## src/rtl/cmp.sv

```systemverilog
// -----------------------------------------------------------------------------
// cmp: branch comparator evaluated on funct3-style compare codes.
//
// Purpose:
//   Pure combinational compare of two operands. The result is 1 when the
//   selected relation holds.
//
// Ports:
//   op     in  3      compare code (beq/bne/blt/bge/bltu/bgeu)
//   a      in  WIDTH  operand A
//   b      in  WIDTH  operand B
//   taken  out 1      relation result
// -----------------------------------------------------------------------------
module cmp #(
    parameter int WIDTH = 32
) (
    input  logic [2:0]       op,
    input  logic [WIDTH-1:0] a,
    input  logic [WIDTH-1:0] b,
    output logic             taken
);

    logic eq;
    logic lt_s;
    logic lt_u;

    assign eq   = (a == b);
    assign lt_s = ($signed(a) < $signed(b));
    assign lt_u = (a < b);

    always_comb begin
        taken = 1'b0;
        unique case (op)
            3'b000:  taken = eq;
            3'b001:  taken = ~eq;
            3'b100:  taken = lt_s;
            3'b101:  taken = ~lt_s;
            3'b110:  taken = lt_u;
            // bgeu, plus the unused codes 010/011 which fall back to
            // unsigned greater-or-equal.
            default: taken = ~lt_u;
        endcase
    end

endmodule

```

## src/rtl/cmp_arbiter.sv

```systemverilog
// -----------------------------------------------------------------------------
// cmp_arbiter: shares one cmp comparator between two requesters.
//
// Purpose:
//   Port 0 carries branch resolution, port 1 carries slt/sltu. A round-robin
//   arbiter grants one request at a time, latches its operands, runs the
//   comparator from the latched values, and returns the result on the
//   granted port's response channel with a valid/ready handshake.
//   Sequence per transaction: IDLE (grant) -> COMPARE -> RESP (until taken).
//
// Ports:
//   clk, rst                 clock (rising edge), async active-high reset
//   reqN_valid/op/a/b        request from requester N (N = 0,1)
//   reqN_ready               request accepted this cycle (IDLE, granted port)
//   respN_valid/out          result for requester N, out is 0 unless valid
//   respN_ready              requester N consumes the result
// -----------------------------------------------------------------------------
module cmp_arbiter #(
    parameter int WIDTH = 32
) (
    input  logic             clk,
    input  logic             rst,

    input  logic             req0_valid,
    input  logic [2:0]       req0_op,
    input  logic [WIDTH-1:0] req0_a,
    input  logic [WIDTH-1:0] req0_b,
    output logic             req0_ready,
    output logic             resp0_valid,
    output logic             resp0_out,
    input  logic             resp0_ready,

    input  logic             req1_valid,
    input  logic [2:0]       req1_op,
    input  logic [WIDTH-1:0] req1_a,
    input  logic [WIDTH-1:0] req1_b,
    output logic             req1_ready,
    output logic             resp1_valid,
    output logic             resp1_out,
    input  logic             resp1_ready
);

    typedef enum logic [1:0] {
        IDLE    = 2'd0,
        COMPARE = 2'd1,
        RESP    = 2'd2
    } state_t;

    state_t           state_reg, state_next;
    logic             rr_ptr_reg, rr_ptr_next;
    logic [2:0]       op_reg;
    logic [WIDTH-1:0] a_reg;
    logic [WIDTH-1:0] b_reg;
    logic             id_reg;
    logic             result_reg;

    logic [1:0]       req_valid;
    logic [1:0]       resp_ready;
    logic [1:0]       req_ready;
    logic [1:0]       resp_valid;
    logic [1:0]       resp_out;

    logic             grant_any;
    logic             grant_id;
    logic [2:0]       grant_op;
    logic [WIDTH-1:0] grant_a;
    logic [WIDTH-1:0] grant_b;
    logic             cmp_taken;

    assign req_valid  = {req1_valid, req0_valid};
    assign resp_ready = {resp1_ready, resp0_ready};

    // Round-robin pick: a lone requester always wins; on contention the
    // pointer decides. rr_ptr is flipped after every completed response, so
    // two continuously valid requesters alternate.
    assign grant_any = |req_valid;
    assign grant_id  = (&req_valid) ? rr_ptr_reg : req_valid[1];
    assign grant_op  = grant_id ? req1_op : req0_op;
    assign grant_a   = grant_id ? req1_a  : req0_a;
    assign grant_b   = grant_id ? req1_b  : req0_b;

    cmp #(
        .WIDTH (WIDTH)
    ) u_cmp (
        .op    (op_reg),
        .a     (a_reg),
        .b     (b_reg),
        .taken (cmp_taken)
    );

    // State register and pointer.
    always_ff @(posedge clk or posedge rst) begin
        if (rst) begin
            state_reg  <= IDLE;
            rr_ptr_reg <= 1'b0;
        end else begin
            state_reg  <= state_next;
            rr_ptr_reg <= rr_ptr_next;
        end
    end

    // Operand latch and result register. Operands are captured only on the
    // accept edge, so requester-side changes afterwards are invisible.
    always_ff @(posedge clk or posedge rst) begin
        if (rst) begin
            op_reg     <= 3'd0;
            a_reg      <= '0;
            b_reg      <= '0;
            id_reg     <= 1'b0;
            result_reg <= 1'b0;
        end else begin
            if (state_reg == IDLE && grant_any) begin
                op_reg <= grant_op;
                a_reg  <= grant_a;
                b_reg  <= grant_b;
                id_reg <= grant_id;
            end
            if (state_reg == COMPARE) begin
                result_reg <= cmp_taken;
            end
        end
    end

    // Next-state logic.
    always_comb begin
        state_next  = state_reg;
        rr_ptr_next = rr_ptr_reg;
        unique case (state_reg)
            IDLE: begin
                if (grant_any) begin
                    state_next = COMPARE;
                end
            end
            COMPARE: begin
                state_next = RESP;
            end
            RESP: begin
                // Only the owning port's ready completes the handshake.
                if (resp_ready[id_reg]) begin
                    state_next  = IDLE;
                    rr_ptr_next = ~id_reg;
                end
            end
            default: begin
                state_next = IDLE;
            end
        endcase
    end

    // Output logic. req_ready is masked by rst so every output reads 0 for
    // the whole time reset is held, even though the state already sits in
    // IDLE and a request may be pending.
    always_comb begin
        req_ready  = 2'b00;
        resp_valid = 2'b00;
        resp_out   = 2'b00;
        unique case (state_reg)
            IDLE: begin
                if (grant_any && !rst) begin
                    req_ready[grant_id] = 1'b1;
                end
            end
            RESP: begin
                resp_valid[id_reg] = 1'b1;
                resp_out[id_reg]   = result_reg;
            end
            default: begin
            end
        endcase
    end

    assign req0_ready  = req_ready[0];
    assign req1_ready  = req_ready[1];
    assign resp0_valid = resp_valid[0];
    assign resp1_valid = resp_valid[1];
    assign resp0_out   = resp_out[0];
    assign resp1_out   = resp_out[1];

endmodule
```

## config.mk

```make
export PLATFORM = sky130hd
export DESIGN_NAME = cmp_arbiter
export DESIGN_NICKNAME = d
export VERILOG_FILES = /design/src/rtl/cmp.sv /design/src/rtl/cmp_arbiter.sv
export SDC_FILE = /design/constraint.sdc
export NUM_CORES = 1
export LEC_CHECK = 0
export ABC_AREA = 0
export CAP_MARGIN = 20
export CELL_PAD_IN_SITES_DETAIL_PLACEMENT = 2
export CELL_PAD_IN_SITES_GLOBAL_PLACEMENT = 2
export CORE_MARGIN = 1.5
export CORE_UTILIZATION = 29
export CTS_BUF_LIST = sky130_fd_sc_hd__clkbuf_4 sky130_fd_sc_hd__clkbuf_8 sky130_fd_sc_hd__clkbuf_16
export CTS_CLUSTER_DIAMETER = 40
export DETAILED_ROUTE_END_ITERATION = 12
export HOLD_SLACK_MARGIN = 0.08
export PLACE_DENSITY_LB_ADDON = 0.1
export SYNTH_ARGS = -nofsm -noshare
export SYNTH_HDL_FRONTEND = slang
export SYNTH_SLANG_ARGS = --single-unit
```

## constraint.sdc

```tcl
create_clock -name clk -period 14 [get_ports clk]
set_clock_uncertainty 0.1 [all_clocks]
set_input_delay 4.2 -clock clk [delete_from_list [all_inputs] [get_ports clk]]
set_output_delay 4.2 -clock clk [all_outputs]
set_load 0.05 [all_outputs]
```

### Word-level counts from Yosys, hierarchy flattened

Cells that the tools add are included.

* order comparisons: 6
* eq/ne operators: 9
* mux-type cells: 18
* bitwise logic cells: 5
* reductions and logical operators: 11

Operators with widths (count)
* $lt A32 B32 Y1: 2
* $mux W32: 2
* $eq A32 B32 Y1: 1
* $mux W2: 6
* $eq A3 B3 Y1 const B: 3
* $pmux W2 S3: 1
* $reduce_and A2 Y1: 3
* $mux W1: 5
* $pmux W1 S5: 1
* $logic_and A1 B1 Y1: 4
* $lt A1 B2 Y1 const B: 2
* $ne A2 B2 Y1 const B: 2
* $not A1 Y1: 4
* $eq A3 B1 Y1 const B: 1
* $logic_not A3 Y1: 1
* $mux W3: 1
* $and A2 B2 Y2: 1
* $demux W1 S1: 2
* $eq A2 B1 Y1 const B: 1
* $eq A2 B2 Y1 const B: 1
* $ge A1 B1 Y1 const B: 2
* $logic_not A2 Y1: 1
* $reduce_or A2 Y1: 1
* $logic_not A1 Y1: 1

* bits in registers: 72
* input bits: 140
* output and inout bits: 6
* word-level logic and storage cells: 56

### Depth between registers and ports, before layout

Gate-level depths: netlist of run 1.

* depth after elaboration: 8
* depth in mapped cells: 9
* depth with buffers taken out: 9

### Hierarchy

A second synthesis of run 1 with hierarchy kept.

* cell total of the unflattened synthesis: 548
* area, all modules: 4524.3 um^2

Modules (own cells, without submodules)
* cmp_arbiter: instances 1, cells an instance 419, area an instance 3647.2 um^2, seq. area each 1801.7 um^2
* cmp: instances 1, cells an instance 129, area an instance 877.1 um^2, seq. area each 0.0 um^2

### Worst setup path after synthesis of run 1

OpenSTA, ideal clock, no wires.

* path kind: input-to-output
* start: in rst
* end: out req0_ready
* arrival: 6.382 ns
* required time: 9.700 ns
* path slack: 3.318 ns
* cell stages on the path: 2
* cells stage by stage: inv_1 > and3_1

* cells in the longest elaborated chain, start to end: 4

Ends and longest elaborated chain
* start, declared: RTL line cmp_arbiter.sv:22 `input logic rst,`
* $logic_not A1 Y1: RTL line cmp_arbiter.sv:159 `if (grant_any && !rst) begin`
* $logic_and A1 B1 Y1: RTL line cmp_arbiter.sv:159
* $mux W2: RTL line cmp_arbiter.sv:159
* $mux W2: RTL line cmp_arbiter.sv:157 `unique case (state_reg)`
* end, declared: RTL line cmp_arbiter.sv:28 `output logic req0_ready,`

Every way passes these cells.

### Final worst setup path of run 1

Same ends and word-level chain as after synthesis.

==> results of run 1 <==
-- cell type report --
| class | count | share of cell area |
|---|---|---|
| tap | 180 | 0.0362 |
| sequential | 72 | 0.290 |
| multi-input combinational | 321 | 0.356 |
| clock buffer | 12 | 0.0429 |
| inverter | 38 | 0.0231 |
| timing repair buffer | 150 | 0.239 |
| clock inverter | 4 | 0.0121 |
-- per-layer routing --
layer | global-route usage | vias to the layer above
li1 | - | 1848
met1 | 0.197 | 1797
met2 | 0.300 | 88
met3 | 0.0325 | 8
met4 | 0.0532 | 0
met5 | 0 | -
-- power by group --
group	internal (mW)	switching, mW	total, mW
registers	0.312	0.0688	0.381
clock network	0.171	0.0861	0.257
logic	0.237	0.316	0.552
-- synthesized netlist by cell type (all sizes together) (2+ instances only) --
cell | instances | share of area
o21ai | 9 | 0.011
dfrtp | 72 | 0.43
clkbuf | 22 | 0.019
mux2i | 69 | 0.16
and3 | 4 | 0.0059
a221oi | 2 | 0.0041
nand3 | 3 | 0.0035
nand4 | 8 | 0.013
nand2b | 2 | 0.0030
ha | 32 | 0.095
inv | 38 | 0.034
xnor2 | 3 | 0.0062
buf | 2 | 0.0021
a21oi | 82 | 0.097
nor4 | 3 | 0.0080
nor2b | 3 | 0.0044
nor3 | 4 | 0.0047
nor2 | 74 | 0.066
nand2 | 11 | 0.0097
-- layout by cell type, fill, tap and decap left out, types with 2 or more instances in the layout --
master           Yosys  final
clkdlybuf4s50_1      0    145
a21oi_1             82     82
nor2_1              74     74
dfrtp_1             72     72
mux2i_1             69     69
inv_1               38     37
ha_1                32     32
nand2_1             11     11
clkbuf_16            0      9
o21ai_0              9      8
nand4_1              7      7
buf_4                0      5
and3_1               4      4
nor2b_1              3      3
nand3_1              3      3
nor3_1               4      3
xnor2_1              3      3
clkbuf_8             0      3
nand2b_1             2      2
nor4_1               2      2
a221oi_1             2      2
clkinvlp_4           0      2
bufinv_16            0      2
-- metrics by stage --
stage / hold WS (ps) / instances / area (um2) / utilization
4_1_cts: 436 / 777 / 6220 / 0.443
6_report: 426 / 777 / 6220 / 0.443
3_3_place_gp: 417 / 761 / 5880 / 0.418
2_1_floorplan: 363 / 455 / 4240 / -
5_1_grt: 453 / 777 / 6220 / 0.443
3_5_place_dp: 420 / 761 / 5880 / 0.418
-- worst reg2reg max path, stage by stage, from the launching register on --
cell and delay [ps]:
dfrtp_1 390, ha_1 400, nand4_2 190, or4_4 610
nor4_4 240, xnor2_1 100, a311oi_1 340, a32o_1 210
-- logic make-up after synthesis --
kind of cell,share of synthesized area
muxes,0.166
DFF,0.425
xor gates and xnor gates,0.00620
and+or+nand+nor,0.123
adders and majority gates,0.0945
buffers and inverters,0.0552
AOI/OAI and AO/OA,0.130
-- worst max path at each step --
| stage | startpoint | end | slack (ps) | cells after the start |
|---|---|---|---|---|
| final | rst | req0_ready | 3180 | 5 |
| after global routing | rst | req0_ready | 2960 | 5 |
| after CTS | rst | req0_ready | 3080 | 5 |
| after detailed placement | rst | req0_ready | 3080 | 5 |
| after global placement | rst | req0_ready | 3130 | 5 |
| after floorplan | rst | req0_ready | 3320 | 2 |
==> reports/qor.yml, run 1 <==
route:
  vias: 3741
  drt_first_iter_violations: 78
  drt-met1-wl_um: 5050
  totalWireLength_um: 11900
  wl_met2_um: 6130
  ant_nets: 0
  drc_errors: 0
  wire_per_inst_um: 15.3
  via_per_inst: 4.81
  highest_layer: "met4"
  dr_wl_met3_um: 579
  firstDrtPassIters: 4
floorplanning:
  core_um2: 14000
  start_util: 0.302
  ioPinCount: 146
  core.rowCount: 43
  die_h_um: 124
  dieArea_um2: 15300
  dieWidth_um: 124
cells_and_area:
  fillers: 1521
  num-nets-final: 764
  n_antenna_cell: 0
  syn2layout_area_growth_pct: 46.8
  drive_gt1_frac: 0.0469
  seq_area_um2: 1800
  multiInputGateArea_um2: 2220
logic_synthesis:
  synthesis.nets: 627
  synthFlopType: "dfrtp_1"
  postSynthCellCount: 455
  synth_edf_count: 0
  synthArstFlopShare: 1.00
  yosysSeqAreaShare: 0.425
  yosysWarnings: 0
  synth_area_um2: 4240
  syn_avg_cell_area_um2: 9.31
  synth_cell_type_count: 34
  ys_seq_elements: 72
clock_network:
  worstSkewPairLatency_ps: 330
  clock-sinks: 72
  path_clk_slew_ps: 60
  hold_buffers: 0
  cts_buffers: 9
  cts_tree: "built"
  cts_max_level: 3
  cts-root-buf: "clkbuf_16"
  clockBufferDepth: 2
  post_cts_resized: 0
  cts_setup_buffers: 0
sta:
  worst_pin_slew_ps: 955
  setup-tns-final_ps: 0
  max_freq_mhz: 92.4
  setup_ws_ps: 3180
  period_share: 0.773
  slew_headroom: 0.363
  hold_viol: 0
  min_period_ps: 10820
  setup_viol: 0
  rsz0062_at_grt: "false"
  slew_viol_final: 0
min_path:
  hold_depth: 2
  holdCritPathClass: "flip-flop to flip-flop"
  min_to: "b_reg[23]"
  hold_start: "b_reg[23]"
place:
  hpwl_um: 9150
  portBuffers: 145
  place_ws_ps: 3080
  place.gp.congestion: 0.757
global_routing:
  grtUsageTotal: 0.166
  grt_max_degree: 91
  antenna_found_initial: 0
  grt_pass1_wl_um: 19800
  grt_overflow: 0
  grt_pass1_vias: 4197
setup_path:
  arrival_ps: 6520
  cp_max_fo: 73
  reg2reg_slack_ps: 11350
  cp-start-kind: "input port"
  slowest_stage: "clkdlybuf4s50_1"
  critPathRequiredTime_ps: 9700
  crit_top_cell: "clkdlybuf4s50_1"
  criticalPathCategory: "input port to primary output"
  timing.critical_path.buf_inv: 4
  rr_startpoint: "a_reg[31]"
  timing.rr.end: "result_reg"
  worst-r2r-cell-count: 7
  crit_chain: "clkdlybuf4s50_1 -> clkinv_2 -> buf_4 -> and3_1 -> clkdlybuf4s50_1"
  cp-end-kind: "primary output"
  slowest_delay_ps: 810
  crit_family: "buffers and inverters"
power:
  power_mw: 1.19
  cellPowerDensity_nw_per_um2: 191
  ir_worst_vdd_mv: 0.0687
  power_leakage_nw: 2.86
run:
  max_cap_viol_count: 0
status:
  status: "finished, final reports clean"
Note: power is estimated with default switching activity, not from simulation.
==> run 2, diff against run 1 <==
--- a/config.mk
+++ b/config.mk
@@ -10,7 +10,7 @@
 export CELL_PAD_IN_SITES_DETAIL_PLACEMENT = 2
 export CELL_PAD_IN_SITES_GLOBAL_PLACEMENT = 2
 export CORE_MARGIN = 1.5
-export CORE_UTILIZATION = 29
+export CORE_UTILIZATION = 27
 export CTS_BUF_LIST = sky130_fd_sc_hd__clkbuf_4 sky130_fd_sc_hd__clkbuf_8 sky130_fd_sc_hd__clkbuf_16
 export CTS_CLUSTER_DIAMETER = 40
 export DETAILED_ROUTE_END_ITERATION = 12
==> constraint.sdc (replaced) <==
create_clock -name clk -period 11.2 [get_ports clk]
set_clock_uncertainty 0.1 [all_clocks]
set_input_delay 3.36 -clock clk [delete_from_list [all_inputs] [get_ports clk]]
set_output_delay 3.36 -clock clk [all_outputs]
set_load 0.05 [all_outputs]
==> reports/qor.yml, run 2 (same netlist as run 1, synthesis figures left out) <==
status:
  status: "finished, final reports clean"
setup_path:
  cp-start-kind: "input port"
  crit_family: "buffers and inverters"
  cp_max_fo: 31  # -58%
  cp-end-kind: "primary output"
  criticalPathCategory: "input port to primary output"
  timing.critical_path.buf_inv: 4  # unchanged
  slowest_delay_ps: 800  # about the same
  crit_chain: "clkdlybuf4s50_1 -> inv_1 -> o21ai_4 -> buf_4 -> and3_1 -> clkdlybuf4s50_1"
  arrival_ps: 5550  # -970 ps
  slowest_stage: "clkdlybuf4s50_1"
  crit_top_cell: "clkdlybuf4s50_1"
  critPathRequiredTime_ps: 7740  # -1960 ps
place:
  place_ws_ps: 2170  # -911 ps
  place.gp.congestion: 0.805  # +6.4%
  hpwl_um: 9100  # -0.60%
  portBuffers: 145  # unchanged
global_routing:
  grt_pass1_vias: 4192  # -0.12%
  grtUsageTotal: 0.156  # -0.0103
  grt_max_degree: 73  # -20%
  antenna_found_initial: 0  # unchanged
  grt_pass1_wl_um: 20000  # +1.4%
  grt_overflow: 0  # unchanged
clock_network:
  cts_max_level: 3  # unchanged
  worstSkewPairLatency_ps: 340  # about the same
  post_cts_resized: 0  # unchanged
  hold_buffers: 0  # unchanged
  clock-sinks: 72  # unchanged
  cts_buffers: 9  # unchanged
  cts_tree: "built"
  path_clk_slew_ps: 50  # about the same
  clockBufferDepth: 2  # unchanged
  cts-root-buf: "clkbuf_16"
  cts_setup_buffers: 0  # unchanged
route:
  vias: 3769  # +0.75%
  drt_first_iter_violations: 106  # +36%
  drc_errors: 0  # unchanged
  totalWireLength_um: 12100  # +1.8%
  via_per_inst: 4.66  # -3.1%
  wire_per_inst_um: 15.0  # -2.1%
  ant_nets: 0  # unchanged
  firstDrtPassIters: 4  # unchanged
power:
  ir_worst_vdd_mv: 0.0895  # +30%
  power_mw: 1.45  # +22%
  cellPowerDensity_nw_per_um2: 233  # +22%
  power_leakage_nw: 2.85  # -0.43%
floorplanning:
  die_h_um: 128  # +3.5%
  core_um2: 15300  # +8.7%
  ioPinCount: 146  # unchanged
  dieArea_um2: 16400  # +7.2%
  start_util: 0.278  # -0.0240
  core.rowCount: 45  # +4.7%
  dieWidth_um: 128  # +3.5%
cells_and_area:
  final_cell_mix: "clkdlybuf4s50_1, a21oi_1, nor2_1"
  drive_gt1_frac: 0.0469  # unchanged
  n_antenna_cell: 0  # unchanged
  layout_commonest_cell: "clkdlybuf4s50_1"
  num-nets-final: 764  # unchanged
  syn2layout_area_growth_pct: 46.5
  fillers: 1667  # +9.6%
  seq_area_um2: 1800  # unchanged
  multiInputGateArea_um2: 2220  # unchanged
  post-route-util: 0.407  # -0.0362
sta:
  setup_ws_ps: 2190  # -982 ps
  min_period_ps: 9010
  setup_viol: 0  # unchanged
  slew_headroom: 0.361  # -0.00169
  worst_pin_slew_ps: 958  # +2.53 ps
  slew_viol_final: 0  # unchanged
  setup-tns-final_ps: 0  # unchanged
  period_share: 0.804
  hold_viol: 0  # unchanged
  max_freq_mhz: 111
  rsz0062_at_grt: "false"
run:
  max_cap_viol_count: 0  # unchanged
min_path:
  holdCritPathClass: "flip-flop to flip-flop"
-- run 2: changes by cell type in the layout (fill, tap and decap cells not counted) --
cell        previous run  this run
clkbuf_4               0         1
bufinv_16              2         0
clkinvlp_4             2         0
clkinv_2               1         4
-- run 2: layer usage --
layer,global-route usage,vias to the layer above,share of wire
li1,-,1851,-
met1,0.176,1826,0.42
met2,0.287,85,0.52
met3,0.0442,7,0.051
met4,0.0397,0,0.0093
met5,0,-,0
-- run 2: worst paths after layout --
check                      startpoint          to  slack, ps  depth (start not counted)
max in group asynchronous         rst   a_reg[23]       6800                          3
max                        req0_valid  req0_ready       2190                          6
max reg2reg                 b_reg[31]  result_reg       8580                          8
min reg2reg                  a_reg[9]    a_reg[9]        430                          2
min in group asynchronous         rst    b_reg[9]       3590                          3
min                          a_reg[9]    a_reg[9]        430                          2
-- run 2: worst register-to-register path: stages, from the launching register on --
cell      delay [ps]
dfrtp_1          360
inv_1             50
ha_1             380
nand4_2          190
or4_4            620
nor4_4           250
xnor2_1          100
a311oi_1         290
a32o_1           210
-- run 2: final cells by class --
class	instances	area share
multi-input combinational	321	0.357
sequential	72	0.290
timing repair buffer	150	0.240
clock buffer	13	0.0442
tap	211	0.0426
inverter	38	0.0232
clock inverter	3	0.00242
-- run 2: per-stage QoR --
step                      instances  hold slack, ps  area, um2
after detailed placement        792             428       5910
final                           808             432       6200
after CTS                       808             441       6200
after global routing            808             460       6200
after global placement          792             417       5910
after floorplan                 455             363       4240
-- run 2: power breakdown --
group          switching [mW]  internal (mW)
registers              0.0882          0.390
clock network           0.110          0.169
logic                   0.394          0.294
